===== src/rtl/prio_index_decoder.sv =====
// prio_index_decoder: rebuilds a request mask from a stream of encoded indices.
// Each accepted beat is decoded to one-hot and ORed into a frame mask. A running
// set-bit count and duplicate/out-of-range flags are kept alongside. The frame
// result is presented with a valid/ready handshake once the last beat arrives.
module prio_index_decoder #(
    parameter int N = 8,
    parameter int W = $clog2(N)
) (
    input  logic                   clk,
    input  logic                   rst_n,
    input  logic                   in_valid,
    output logic                   in_ready,
    input  logic [W-1:0]           in_idx,
    input  logic                   in_none,
    input  logic                   in_last,
    output logic                   out_valid,
    input  logic                   out_ready,
    output logic [N-1:0]           out_mask,
    output logic [$clog2(N+1)-1:0] out_count,
    output logic                   out_dup,
    output logic                   out_range
);

    localparam int CW = $clog2(N+1);
    // Widened by one bit so the out-of-range compare also works for N = 2**W.
    localparam logic [W:0] N_LIM = (W+1)'(N);

    typedef enum logic {
        ACCUM = 1'b0,
        HOLD  = 1'b1
    } state_t;

    state_t        state, state_nxt;
    logic          started;
    logic [N-1:0]  mask_q, mask_d;
    logic [CW-1:0] cnt_q, cnt_d;
    logic          dup_q, dup_d;
    logic          rng_q, rng_d;

    logic          accept;
    logic          in_bound;
    logic [N-1:0]  hot;
    logic          hit;

    assign accept   = in_valid & in_ready;
    assign in_bound = ({1'b0, in_idx} < N_LIM);
    assign hot      = {{(N-1){1'b0}}, 1'b1} << in_idx;
    assign hit      = |(mask_q & hot);

    // in_ready depends only on registered state, so there is no path from out_ready.
    assign in_ready  = started & (state == ACCUM);
    assign out_valid = (state == HOLD);
    assign out_mask  = mask_q;
    assign out_count = cnt_q;
    assign out_dup   = dup_q;
    assign out_range = rng_q;

    // Next-state and next-frame-contents logic.
    always_comb begin
        // NOTE: every signal gets a default first so no path through the case leaves one unassigned (no latches).
        state_nxt = state;
        mask_d    = mask_q;
        cnt_d     = cnt_q;
        dup_d     = dup_q;
        rng_d     = rng_q;
        unique case (state)
            ACCUM: begin
                if (accept) begin
                    if (!in_none) begin
                        if (!in_bound) begin
                            rng_d = 1'b1;
                        end else if (hit) begin
                            dup_d = 1'b1;
                        end else begin
                            mask_d = mask_q | hot;
                            cnt_d  = cnt_q + CW'(1);
                        end
                    end
                    if (in_last) begin
                        state_nxt = HOLD;
                    end
                end
            end
            HOLD: begin
                if (out_ready) begin
                    mask_d    = '0;
                    cnt_d     = '0;
                    dup_d     = 1'b0;
                    rng_d     = 1'b0;
                    state_nxt = ACCUM;
                end
            end
            default: state_nxt = ACCUM;
        endcase
    end

    // State, frame contents and the post-reset ready enable.
    always_ff @(posedge clk or negedge rst_n) begin
        if (!rst_n) begin
            state   <= ACCUM;
            started <= 1'b0;
            mask_q  <= '0;
            cnt_q   <= '0;
            dup_q   <= 1'b0;
            rng_q   <= 1'b0;
        end else begin
            // NOTE: non-blocking assignments so every register samples pre-edge values.
            state   <= state_nxt;
            started <= 1'b1;
            mask_q  <= mask_d;
            cnt_q   <= cnt_d;
            dup_q   <= dup_d;
            rng_q   <= rng_d;
        end
    end

endmodule


===== config.mk =====
export PLATFORM = sky130hd
export DESIGN_NAME = prio_index_decoder
export DESIGN_NICKNAME = d
export VERILOG_FILES = /design/src/rtl/prio_index_decoder.sv
export SDC_FILE = /design/constraint.sdc
export NUM_CORES = 1
export LEC_CHECK = 0
export CAP_MARGIN = 40
export CORE_UTILIZATION = 45
export CTS_CLUSTER_DIAMETER = 30
export CTS_CLUSTER_SIZE = 24
export DETAILED_ROUTE_END_ITERATION = 16
export HOLD_SLACK_MARGIN = 0.12
export PLACE_DENSITY_LB_ADDON = 0.15
export SLEW_MARGIN = 10
export SYNTH_ARGS = -nofsm -noshare
export SYNTH_HDL_FRONTEND = slang
export SYNTH_SLANG_ARGS = --single-unit

===== constraint.sdc =====
create_clock -name clk -period 1.99 [get_ports clk]
set_input_delay 0.398 -clock clk [delete_from_list [all_inputs] [get_ports clk]]
set_output_delay 0.398 -clock clk [all_outputs]
set_load 0.01 [all_outputs]

==> metrics.md <==
| Metric | Value |
|---|---|
| Critical R2R Capture | `out_count[3]` |
| Tot GR Track Use | `18.8%` |
| Yosys cell types | `29` |
| Post-DP HPWL | `around 1.2 mm` |
| Vias/cell | `~5.2` |
| Wirelength, routed | `between 1.5 and 2 mm` |
| Status | `complete, no violations` |
| Number of synthesized flops with an enable pin | `0` |
| Post-synthesis sequential area ratio | `44.2%` |
| Crit. End Element | `primary output` |
| Worst hold-check path type | `in2async` |
| Sink Count | `15` |
| DRC errors left | `0` |
| Fin. Hold Viols | `0` |
| Max-capacitance violation count | `0` |
| First-pass GRT wire length | `2.77 mm` |
| Pwr Density | `738 nW/um2` |
| Post-Layout Inst Area | `1160 um2` |
| Std-Cell Core Area | `1750 um2` |
| CP Class | `reg2out` |
| Die height | `45.5 um` |
| Diodes inserted | `0` |
| Final GP Congestion | `0.871` |
| Slowest cell on the critical path | `clkdlybuf4s50_1` |
| Nets | `120` |
| Inst Count DP | `130` |
| Delay-heaviest family, CP | `buffers and inverters` |
| Top cells by area, synth | `dfrtp_1 44%, mux2i_1 11%, mux4_2 5.3%, nor2_1 4.9%, a41oi_1 4.1%` |
| Buffers plus inverters on the worst setup path | `1` |
| Worst r2r src | `out_mask[3]` |
| Critical Path RT | `1.59 ns` |
| Hold buffers post-CTS | `0` |
| Average size of a mapped cell | `10.5 um2` |
| Pre-antenna DRT Iters | `4` |
| Area grow syn2layout | `36.2%` |
| Synth Flop Type | `dfrtp_1` |
| Crit path time final | `1.80 ns` |
| Final setup vio count | `0` |
| Yosys top cell by area | `dfrtp_1` |
| Worst path max stage delay | `approximately 0.54 ns` |
| Mapped Cells | `81` |
| FP Rows | `15` |
| Critical path peak fanout | `6` |
| Yosys reg bits | `15` |
| Post-Layout Cell Count | `134` |
| Routed length per instance | `around 12 um` |
| CP startpoint kind | `flip-flop` |
| Setup tns final | `0 ns` |
| Total Die Area | `between 2000 and 2500 um2` |
| Initial DRC Count | `10` |
| VDD IR max | `0.000494 V` |
| Max clock buf depth | `2` |
| Via count | `696` |
| Layout cell share with drive strength beyond 1 | `14.7%` |
| Worst-Skew Late Latency | `0.28 ns` |
| Final-layout fill cell count | `~150` |
| Net count after synthesis | `91` |
| Post-layout util | `66.3%` |
| Clock Tree Root | `clkbuf_4` |
| CP arrival | `1.40 ns` |
| Io pins | `25` |
| Max Transition Viols Final | `0` |
| Pin count of the biggest net entering global routing | `16` |
| Count of input and output buffers | `23` |
| Starting Density | `48.7%` |
| Clock buffer count from CTS | `3` |
| Overflow after GRT | `0` |
| CTS tree | `done` |
| Number of global-route vias before repair | `between 600 and 700` |
| Clk_skew | `roughly 0.0027 ns` |
| Worst-path clk slew | `0.10 ns` |
| Die width | `45.5 um` |
| Post-route ant nets | `0` |
| Share of the synthesized area in the top cell type | `~44%` |
| Flop2flop setup slack | `0.39 ns` |
| F_max | `557 MHz` |
| Unrepaired setup endpoints after global routing | `no` |
| Dpl cell area | `1120 um2` |
| Post-synth ARST share | `100%` |
| H-Tree Depth | `1` |
| Cell depth of the worst flop-to-flop path | `4` |
| Yosys synthesis warning count | `0` |
| Leakage power | `0.562 nW` |
| Antenna violations before repair | `0` |
| Most frequent cells after synthesis | `15 x dfrtp_1, 11 x nor2_1, 9 x mux2i_1, 7 x nand2_1` |
| Crit-path cells | `nor2b_1 > clkdlybuf4s50_1` |
| Most numerous cell in the Yosys netlist | `dfrtp_1` |
| Mapped Area | `850 um2` |
| Fin crit share | `90.2%` |
-- flip-flops by register name, summed over array words and instances (netlist names) --
| signal | count |
|---|---|
| out_mask | 8 |
| out_count | 4 |
| out_valid | 1 |
| out_dup | 1 |
| started | 1 |
-- cell type report --
class	count	area (um2)	area share, %
tap	25	31.3	2.70
inverter	2	7.51	0.649
sequential	15	375	32.4
timing repair buffer	31	300	25.9
clock buffer	3	22.5	1.95
multi-input combinational	57	415	35.9
clock inverter	1	5.00	0.432
-- kinds of logic (layout without fill, tap and decap cells) --
kind of cell	Yosys count	count (layout)	synth area share [%]
muxes	15	15	21.6
AOI/OAI and AO/OA	9	9	7.66
DFF	15	15	44.2
and+or+nand+nor	30	30	17.2
other	2	2	0.884
buffers and inverters	9	37	6.92
adders and majority gates	1	1	1.47
-- stage by stage --
step           worst slack [ns]  hold WS (ns)  power [mW]
2_1_floorplan             0.220         0.102       0.535
3_3_place_gp             -0.211         0.490       0.672
3_5_place_dp             -0.254         0.490       0.677
4_1_cts                  0.0483         0.419       0.859
5_1_grt                   0.139         0.425       0.909
6_report                  0.195         0.416       0.854
-- worst max-delay path by stage --
stage / start / cells past startpoint / slack (ns) / to
after global routing: out_valid / 2 / 0.14 / in_ready
after global placement: in_idx[0] / 6 / -0.21 / out_count[3]
after floorplan: in_idx[0] / 6 / 0.22 / out_count[3]
final: out_valid / 2 / 0.19 / in_ready
after CTS: in_idx[0] / 6 / 0.05 / out_count[3]
after detailed placement: in_idx[0] / 6 / -0.25 / out_count[3]
-- report_power, final --
group          total, mW  internal (mW)  switching [mW]
Clock              0.184         0.0746           0.109
Combinational      0.273          0.160           0.113
Sequential         0.397          0.350          0.0474
-- cells in the final DEF (no fill, tap or decap), drive strengths merged, types with 2 or more instances in the layout --
cell / n
mux2i: 9
a31oi: 4
mux4: 2
nand3: 2
and3: 2
nand2: 7
clkbuf: 3
conb: 2
mux2: 4
nor2: 12
clkdlybuf4s50: 22
inv: 2
buf: 8
dfrtp: 15
a41oi: 4
-- worst register-to-register path, stage by stage (launching register included) --
cell and delay [ns]:
dfrtp_1 0.43, mux2_1 0.31, mux4_2 0.49, nor2_2 0.13, mux2i_1 0.18
-- what timing repair did --
action	in CTS	in global routing
gates resized for setup	0	3
endpoints found under the hold margin	0	0
setup buffers	0	0
endpoints found under the setup margin	0	1
-- layer usage --
layer | vias up | global-route usage (%) | wire [um]
met4 | 0 | 9.09 | 12
met1 | 334 | 23.7 | 804
li1 | 342 | - | -
met5 | - | 0 | 0
met2 | 18 | 31.4 | 796
met3 | 2 | 2.38 | 57
(Power assumes the default switching activity.)
